### config.mk
export PLATFORM = sky130hd
export DESIGN_NAME = fir_decimator
export DESIGN_NICKNAME = d
export VERILOG_FILES = /design/src/rtl/fir_decimator.sv
export SDC_FILE = /design/constraint.sdc
export NUM_CORES = 1
export LEC_CHECK = 0
export CORE_MARGIN = 3
export CORE_UTILIZATION = 50
export CTS_BUF_LIST = sky130_fd_sc_hd__clkbuf_8
export DETAILED_ROUTE_END_ITERATION = 6
export PLACE_DENSITY = 0.66
export SETUP_SLACK_MARGIN = 0.1
export SLEW_MARGIN = 20
export SYNTH_ARGS = -nofsm -noshare
export SYNTH_HDL_FRONTEND = slang
export SYNTH_SLANG_ARGS = --single-unit
### constraint.sdc
create_clock -name clk_in -period 11.3 [get_ports clk_in]
set_clock_uncertainty 0.2 [all_clocks]
set_input_delay 3.39 -clock clk_in [delete_from_list [all_inputs] [get_ports clk_in]]
set_output_delay 3.39 -clock clk_in [all_outputs]
set_load 0.01 [all_outputs]
### src/rtl/fir_decimator.sv
// 31-tap triangle-window FIR with 8:1 decimation. A delay line shifts on every valid_in,
// and on each trigger a snapshot is taken and multiply-accumulated one tap per cycle.
//
// state  | meaning
// -------+------------------------------------------------------------
// S_IDLE | waiting for a trigger sample (decimation counter at DECIM-1)
// S_MAC  | r_tap 0..NUM_TAPS-1 accumulates taps, r_tap == NUM_TAPS publishes
module fir_decimator #(
    parameter int NUM_TAPS = 31,
    parameter int DECIM    = 8
) (
    input  logic              clk_in,
    input  logic              rst_in,
    input  logic signed [7:0] audio_in,
    input  logic              valid_in,
    output logic signed [7:0] filtered_audio,
    output logic              data_ready
);

    localparam int CNT_W = (DECIM > 1) ? $clog2(DECIM) : 1;
    localparam int TAP_W = $clog2(NUM_TAPS + 1);
    localparam int ACC_W = 20;
    localparam int PRD_W = 14;

    typedef enum logic {
        S_IDLE = 1'b0,
        S_MAC  = 1'b1
    } state_t;

    state_t r_state;
    state_t w_state_next;

    logic signed [7:0]       r_dline [NUM_TAPS];
    logic signed [7:0]       r_snap  [NUM_TAPS];
    logic [CNT_W-1:0]        r_dcnt;
    logic [TAP_W-1:0]        r_tap;
    logic signed [ACC_W-1:0] r_acc;

    logic                    w_trigger;
    logic                    w_start;
    logic                    w_last;
    logic [4:0]              w_coef;
    logic signed [PRD_W-1:0] w_prod;

    // Triangle window h[k] = min(k+1, NUM_TAPS-k); sums to 256 for 31 taps.
    function automatic logic [4:0] coef(input int k);
        int a;
        int b;
        a = k + 1;
        b = NUM_TAPS - k;
        if (b < 0) begin
            b = 0;
        end
        return (a < b) ? 5'(a) : 5'(b);
    endfunction

    assign w_trigger = valid_in && (r_dcnt == CNT_W'(DECIM - 1));
    assign w_last    = (r_tap == TAP_W'(NUM_TAPS));
    assign w_coef    = coef(int'(r_tap));
    assign w_prod    = PRD_W'(r_snap[0]) * PRD_W'($signed({1'b0, w_coef}));

    always_ff @(posedge clk_in or negedge rst_in) begin
        if (!rst_in) begin
            r_state <= S_IDLE;
        end else begin
            r_state <= w_state_next;
        end
    end

    always_comb begin
        w_state_next = r_state;
        w_start      = 1'b0;
        case (r_state)
            S_IDLE: begin
                if (w_trigger) begin
                    w_start      = 1'b1;
                    w_state_next = S_MAC;
                end
            end
            S_MAC: begin
                if (w_last) begin
                    w_state_next = S_IDLE;
                end
            end
        endcase
    end

    always_ff @(posedge clk_in or negedge rst_in) begin
        if (!rst_in) begin
            r_dcnt <= '0;
            for (int i = 0; i < NUM_TAPS; i++) begin
                r_dline[i] <= '0;
            end
        end else if (valid_in) begin
            r_dcnt     <= w_trigger ? '0 : r_dcnt + CNT_W'(1);
            r_dline[0] <= audio_in;
            for (int i = 1; i < NUM_TAPS; i++) begin
                r_dline[i] <= r_dline[i-1];
            end
        end
    end

    // The snapshot drains toward index 0 so the MAC always reads r_snap[0].
    always_ff @(posedge clk_in or negedge rst_in) begin
        if (!rst_in) begin
            for (int i = 0; i < NUM_TAPS; i++) begin
                r_snap[i] <= '0;
            end
        end else if (w_start) begin
            r_snap[0] <= audio_in;
            for (int i = 1; i < NUM_TAPS; i++) begin
                r_snap[i] <= r_dline[i-1];
            end
        end else if (r_state == S_MAC && !w_last) begin
            for (int i = 0; i < NUM_TAPS - 1; i++) begin
                r_snap[i] <= r_snap[i+1];
            end
            r_snap[NUM_TAPS-1] <= '0;
        end
    end

    always_ff @(posedge clk_in or negedge rst_in) begin
        if (!rst_in) begin
            r_tap          <= '0;
            r_acc          <= '0;
            filtered_audio <= '0;
            data_ready     <= 1'b0;
        end else begin
            data_ready <= 1'b0;
            if (w_start) begin
                r_tap <= '0;
                r_acc <= '0;
            end else if (r_state == S_MAC) begin
                if (w_last) begin
                    filtered_audio <= 8'(r_acc >>> 8);
                    data_ready     <= 1'b1;
                end else begin
                    r_acc <= r_acc + ACC_W'(w_prod);
                    r_tap <= r_tap + TAP_W'(1);
                end
            end
        end
    end

endmodule

==> results.json, run 1 <==
{
  "status": "completed",
  "synth_area_leader_cell": "dfrtp_1",
  "num-nets-final": 2056,
  "p_sw_uw": 2640,
  "grt_pass1_wl_mm": 73.5,
  "synth_top_flop_cell": "dfrtp_1",
  "vias": 14258,
  "io_buffers": 19,
  "core_area_mm2": 0.0446,
  "avgRoutedWirePerCell_um": 15.8,
  "ys_seq_elements": 522,
  "yosysUniqueCellTypes": 51,
  "power.leakage_uw": 0.0126,
  "nFillCells": 3761,
  "grt_use_total": 0.182,
  "startpoint_type": "register",
  "viasPerCell": 5.43,
  "intPower_uw": 4610,
  "worst_pin_slew_ns": 1.06,
  "yosysWarningCount": 0,
  "synth_top_cell_area_share": 0.574,
  "async_flop_share": 1.00,
  "worstSkewPairLatency_ns": 0.64,
  "hold_buffers": 0,
  "num_rows": 77,
  "die_h_um": 219,
  "slew_headroom": 0.292,
  "grt.overflow.total": 0,
  "finalSetupViolCount": 0,
  "die_w_um": 219,
  "timing.hold.ws_ns": 0.269,
  "yosys-top-cells-area": "dfrtp_1, mux2_2, nand2_1, a22oi_1, fa_1",
  "synth-edff-count": 0,
  "p_comb_frac": 0.346,
  "vdd_drop_max_mv": 0.227,
  "ant_nets": 0,
  "post_cts_buffers": 0,
  "drtIter0Drc": 1152,
  "cts-buffers-inserted": 85,
  "multi_input_area_mm2": 0.00895,
  "grt_pass1_vias": 15015,
  "clockBufferDepth": 3,
  "dieArea_mm2": 0.0481,
  "hold_path_class": "reg2reg",
  "tns_ns": 0,
  "seq_power_share": 0.415,
  "r2r_start": "r_tap[0]$_DFFE_PN0P_",
  "first_pass_iters": 5,
  "syn_nets": 2053,
  "antenna_found_initial": 1,
  "post_cts_resized": 0,
  "post-route-period-util": 0.611,
  "start_util": 0.510,
  "pre_cts_ws_ns": 4.11,
  "min_period_ns": 6.90,
  "synth-seq-area-share": 0.574,
  "crit_path_frequent_cell": "fa_1",
  "swShare": 0.364,
  "cpPeakStageDelay_ns": 0.54,
  "end_kind": "register",
  "fin_ws_ns": 4.40,
  "io_pins": 20,
  "dp_cells": 2471,
  "fin_util": 0.565,
  "routed_wl_mm": 41.5,
  "gp_congestion": 0.784,
  "hold_depth": 2,
  "min_from": "r_dline[15]$_DFFE_PN0P_",
  "synthCells": 1963,
  "slew_violations": 0,
  "area_delta_synth_final_pct": 10.8,
  "rsz0062_at_grt": "false",
  "tritoncts_num_sinks": 522,
  "final_common_cell": "nand2_1",
  "hold_viol_final": 0,
  "crit_required_ns": 11.65,
  "reg2reg_to": "r_acc[15]$_DFFE_PN0P_",
  "p_clk_frac": 0.239,
  "cts_tree": "built",
  "crit_arrival_ns": 7.26,
  "powerDensity_mw_per_mm2": 288,
  "fmax_mhz": 145,
  "clockRootBuffer": "clkbuf_8",
  "layout_common_cells": "nand2_1, dfrtp_1, mux2_2, a22oi_1, clkbuf_8",
  "htree_levels": 3,
  "path_class": "reg2reg",
  "register_area_mm2": 0.0131,
  "crit_chain": "ha_1 > and3_2 > ha_1 > nand2_1 > a21o_1 > a221o_4 > mux2i_4 > nand2_1 > fa_1 > inv_1 > fa_1 > fa_1 > inv_1 > fa_1 > inv_1 > ha_1 > nand2_1 > or3_1 > a211o_1 > and3_1 > o31a_1 > mux2i_1",
  "r2r_cells": 22,
  "syn_area_mm2": 0.0228,
  "crit_path_max_fanout": 12,
  "grt_max_degree": 224,
  "drive_gt1_frac": 0.200,
  "place_hpwl_mm": 22.8,
  "layout.cells.non_filler": 2627,
  "clk_pin_slew_worst_paths_ns": 0.06,
  "regToRegSetupSlack_ns": 4.40,
  "critPathSlowestCell": "fa_1",
  "synth_area_per_cell_um2": 11.6,
  "drc_errors": 0,
  "maxCapViolCount": 0,
  "holdPathEnd": "r_snap[7]$_DFFE_PN0P_"
}
[final cells by class]
cell class                 instances  share of cell area
inverter                          75              0.0112
clock inverter                    46              0.0135
tap                              592              0.0294
sequential                       522               0.518
clock buffer                     109              0.0595
timing repair buffer              33              0.0136
multi-input combinational       1249               0.355
antenna                            1           0.0000992
[per-stage QoR]
step                instance area [um2]  total power, uW
finish                            25200             7250
global route                      25200             7880
CTS                               25200             7350
detailed placement                23400             5570
global placement                  23400             5490
floorplan                         22800             4930
[worst max path at each step]
stage	from	endpoint	slack [ns]	cells after the start
after CTS	r_tap[0]$_DFFE_PN0P_	r_acc[15]$_DFFE_PN0P_	4.36	22
after global routing	r_tap[0]$_DFFE_PN0P_	r_acc[15]$_DFFE_PN0P_	3.92	21
after floorplan	r_tap[1]$_DFFE_PN0P_	r_acc[15]$_DFFE_PN0P_	4.93	23
final	r_tap[0]$_DFFE_PN0P_	r_acc[15]$_DFFE_PN0P_	4.40	22
after global placement	valid_in	r_snap[178]$_DFFE_PN0P_	4.17	6
after detailed placement	valid_in	r_snap[120]$_DFFE_PN0P_	4.11	6
[metal layers]
layer	GRT usage	wire (um)	up-vias
li1	-	-	6752
met4	0.0570	825	0
met2	0.294	19700	180
met5	0	0	-
met3	0.0327	1140	64
met1	0.253	19800	7262
[state kept, by name (all words and copies together) (netlist names)]
register and cells:
r_snap 248, r_dline 240, r_acc 16, filtered_audio 8, r_tap 5, r_dcnt 3
data_ready 1, r_state 1
[power by group through the flow]
stage / logic [uW] / registers, uW / clock network [uW]
5_1_grt: 2900 / 3110 / 1870
3_5_place_dp: 2520 / 3040 / 0
3_3_place_gp: 2470 / 3020 / 0
4_1_cts: 2550 / 3010 / 1790
6_report: 2510 / 3010 / 1730
2_1_floorplan: 2040 / 2890 / 0
[Yosys cell counts, types with 2 or more instances]
master,n
ha_1,41
nand3_1,13
xnor2_1,4
fa_1,38
a211oi_1,4
mux2i_4,3
dfrtp_1,522
nand3b_1,5
mux2i_1,3
nor2b_1,9
a31oi_1,2
nand4_1,3
clkbuf_1,87
a211o_1,2
and2_1,24
nor3b_1,2
xor2_1,5
nand2_1,523
and3b_1,2
buf_2,27
a21o_1,3
inv_1,75
and3_1,4
a22oi_1,240
nor2_1,6
nor4_1,2
o21ai_0,20
mux2_2,250
a221oi_1,2
buf_1,2
o21bai_1,2
nor3_1,2
o22ai_1,4
a22o_1,3
a21oi_1,13
[worst max-delay path: cells and delay by family (launching register included)]
kind | cells | cell delay (ns)
compound gates | 4 | 1.16
mux | 2 | 0.42
fa+ha+maj | 7 | 3.15
simple gates | 6 | 1.15
flops | 1 | 0.52
buf+inv | 3 | 0.21
[cells by family after synthesis]
| family | share of synthesized area |
|---|---|
| simple gates | 0.107 |
| compound gates | 0.0977 |
| xor+xnor | 0.00346 |
| fa+ha+maj | 0.0560 |
| buf+inv | 0.0335 |
| mux | 0.128 |
| flops | 0.574 |
Note: power is estimated with default switching activity, not from simulation.
==> run 2, diff against run 1 <==
--- a/config.mk
+++ b/config.mk
@@ -9,7 +9,7 @@
 export CORE_UTILIZATION = 50
 export CTS_BUF_LIST = sky130_fd_sc_hd__clkbuf_8
 export DETAILED_ROUTE_END_ITERATION = 6
-export PLACE_DENSITY = 0.66
+export PLACE_DENSITY = 0.68
 export SETUP_SLACK_MARGIN = 0.1
 export SLEW_MARGIN = 20
 export SYNTH_ARGS = -nofsm -noshare
==> constraint.sdc (replaced) <==
create_clock -name clk_in -period 6.3 [get_ports clk_in]
set_clock_uncertainty 0.2 [all_clocks]
set_input_delay 1.89 -clock clk_in [delete_from_list [all_inputs] [get_ports clk_in]]
set_output_delay 1.89 -clock clk_in [all_outputs]
set_load 0.01 [all_outputs]
==> run 2 against run 1 <==
  * Maximum frequency up 12%
  * Die area unchanged
  * Sequential power up 79%
  * Global-route usage up 0.16 points
  * Routed wire length up 2.2%
  * Worst setup slack worse by 4.3 ns
  * Non-clock buffer count up 34
  * Critical path type unchanged
  * Highest routed layer unchanged
==> results.json, run 2 (synthesis results as in run 1) <==
{
  "crit_path_max_fanout": 5,
  "grt_use_total": 0.184,
  "start_util": 0.510,
  "top_register": "r_snap",
  "first_pass_iters": 6,
  "gp_congestion": 0.843,
  "hold_viol_final": 0,
  "fmax_mhz": 162,
  "dieArea_mm2": 0.0481,
  "drive_gt1_frac": 0.231,
  "timing.hold.ws_ns": 0.265,
  "clockRootBuffer": "clkbuf_8",
  "drc_errors": 0,
  "num_rows": 77,
  "p_sw_uw": 5190,
  "tritoncts_num_sinks": 522,
  "cts-buffers-inserted": 84,
  "slew_violations": 0,
  "crit_path_frequent_cell": "fa_1",
  "reg_top3": "r_snap (248), r_dline (240), r_acc (16)",
  "clockBufferDepth": 3,
  "intPower_uw": 8690,
  "power.leakage_uw": 0.0127,
  "p_comb_frac": 0.406,
  "wl_met3_mm": 1.41,
  "startpoint_type": "register",
  "htree_levels": 3,
  "cts_tree": "built",
  "layout.cells.non_filler": 2656,
  "grt_pass1_vias": 14931,
  "post-route-period-util": 0.982,
  "wl_met2_mm": 19.6,
  "final_common_cell": "nand2_1",
  "io_buffers": 19,
  "die_h_um": 219,
  "place_hpwl_mm": 22.6,
  "swShare": 0.374,
  "min_period_ns": 6.18,
  "powerDensity_mw_per_mm2": 541,
  "layout_common_cells": "nand2_1, dfrtp_1, mux2_2, a22oi_1",
  "area_delta_synth_final_pct": 12.7,
  "slew_headroom": 0.181,
  "vias": 14470,
  "fin_util": 0.575,
  "ant_nets": 0,
  "finalSetupViolCount": 0,
  "io_pins": 20,
  "routed_wl_mm": 42.4,
  "maxCapViolCount": 0,
  "place_area_mm2": 0.0236,
  "clk_pin_slew_worst_paths_ns": 0.06,
  "viasPerCell": 5.45,
  "largest_register_ff_count": 248,
  "core_area_mm2": 0.0446,
  "post-route-cell-area_mm2": 0.0256,
  "critPathSlowestCell": "fa_1",
  "worst_pin_slew_ns": 1.23,
  "p_clk_frac": 0.206,
  "grt_max_degree": 237,
  "hold_path_class": "reg2reg",
  "num-nets-final": 2089,
  "nFillCells": 3670,
  "rsz0062_at_grt": "true",
  "crit_chain": "ha_4 > and3_4 > ha_4 > nand2_2 > a21o_1 > a221o_4 > mux2i_4 > nand2_2 > fa_1 > inv_2 > fa_1 > inv_1 > fa_2 > fa_1 > inv_1 > ha_1 > nand2_1 > or3_1 > a211o_1 > and3_4 > o31a_1 > mux2i_1",
  "seq_power_share": 0.388,
  "antenna_found_initial": 1,
  "hold_buffers": 0,
  "vdd_drop_max_mv": 0.539,
  "dp_cells": 2488,
  "routed.top_layer": "met4",
  "path_class": "reg2reg",
  "grt.overflow.total": 0,
  "status": "completed",
  "grt_pass1_wl_mm": 74.0,
  "avgRoutedWirePerCell_um": 16.0,
  "crit_required_ns": 6.67,
  "tns_ns": 0,
  "met1_length_mm": 20.1,
  "worstSkewPairLatency_ns": 0.66,
  "crit_arrival_ns": 6.56,
  "end_kind": "register",
  "drtIter0Drc": 1111,
  "regToRegSetupSlack_ns": 0.12,
  "cpPeakStageDelay_ns": 0.57,
  "die_w_um": 219
}
-- run 2: cell count changes in the layout (fill, tap and decap cells not counted), sizes merged --
cell	delta
buf	+34
bufinv	-4
clkbuf	-9
clkinv	+4
clkinvlp	-3
inv	+7
-- run 2: stage by stage --
stage	total power (uW)	setup WS (ns)
after detailed placement	10300	-0.116
after global placement	10100	0.0653
after global routing	15000	-0.0780
after CTS	13400	0.106
after floorplan	8860	0.116
final	13900	0.115
-- run 2: power groups by stage --
stage | clock network (uW) | registers (uW) | logic (uW)
final | 2860 | 5390 | 5630
after global routing | 3110 | 5560 | 6330
after CTS | 2960 | 5380 | 5080
after detailed placement | 0 | 5430 | 4830
after global placement | 0 | 5380 | 4720
after floorplan | 0 | 5180 | 3680
-- run 2: critical path, delay by kind of cell, from the launching register on --
kind,cells,cell delay [ns]
buffers and inverters,3,0.18
DFF,1,0.46
and+or+nand+nor,6,0.97
muxes,2,0.37
adders and majority gates,7,2.80
AOI/OAI and AO/OA,4,1.13
-- run 2: worst paths after layout --
path | from | end | cells past startpoint
worst max-delay path | r_tap[1]$_DFFE_PN0P_ | r_acc[15]$_DFFE_PN0P_ | 22
max in group asynchronous | rst_in | r_snap[163]$_DFFE_PN0P_ | 2
worst min-delay path | r_dline[9]$_DFFE_PN0P_ | r_snap[1]$_DFFE_PN0P_ | 2
worst min register to register | r_dline[9]$_DFFE_PN0P_ | r_snap[1]$_DFFE_PN0P_ | 2
min in group asynchronous | rst_in | r_snap[203]$_DFFE_PN0P_ | 1
worst max register to register | r_tap[1]$_DFFE_PN0P_ | r_acc[15]$_DFFE_PN0P_ | 22
-- run 2: area by class of cell --
| class | instances | area (um2) | share of cell area |
|---|---|---|---|
| diodes | 1 | 2.50 | 0.0000976 |
| clock buffers | 100 | 1380 | 0.0537 |
| clock inverters | 50 | 290 | 0.0113 |
| inverters | 75 | 282 | 0.0110 |
| multi-input cells | 1249 | 9230 | 0.360 |
| flip-flops and latches | 522 | 13100 | 0.510 |
| well taps | 592 | 741 | 0.0289 |
| repair buffers | 67 | 654 | 0.0255 |
-- run 2: layer usage --
| layer | GRT usage | up-vias |
|---|---|---|
| met5 | 0 | - |
| met4 | 0.0730 | 0 |
| met3 | 0.0353 | 84 |
| met2 | 0.286 | 217 |
| met1 | 0.256 | 7337 |
| li1 | - | 6832 |
-- run 2: timing repair --
| item | 4_1_cts | 5_1_grt |
|---|---|---|
| setup endpoints to repair | 6 | 8 |
| buffers inserted | 6 | 11 |
| pin swaps | 6 | 46 |
| gates resized for setup | 13 | 43 |
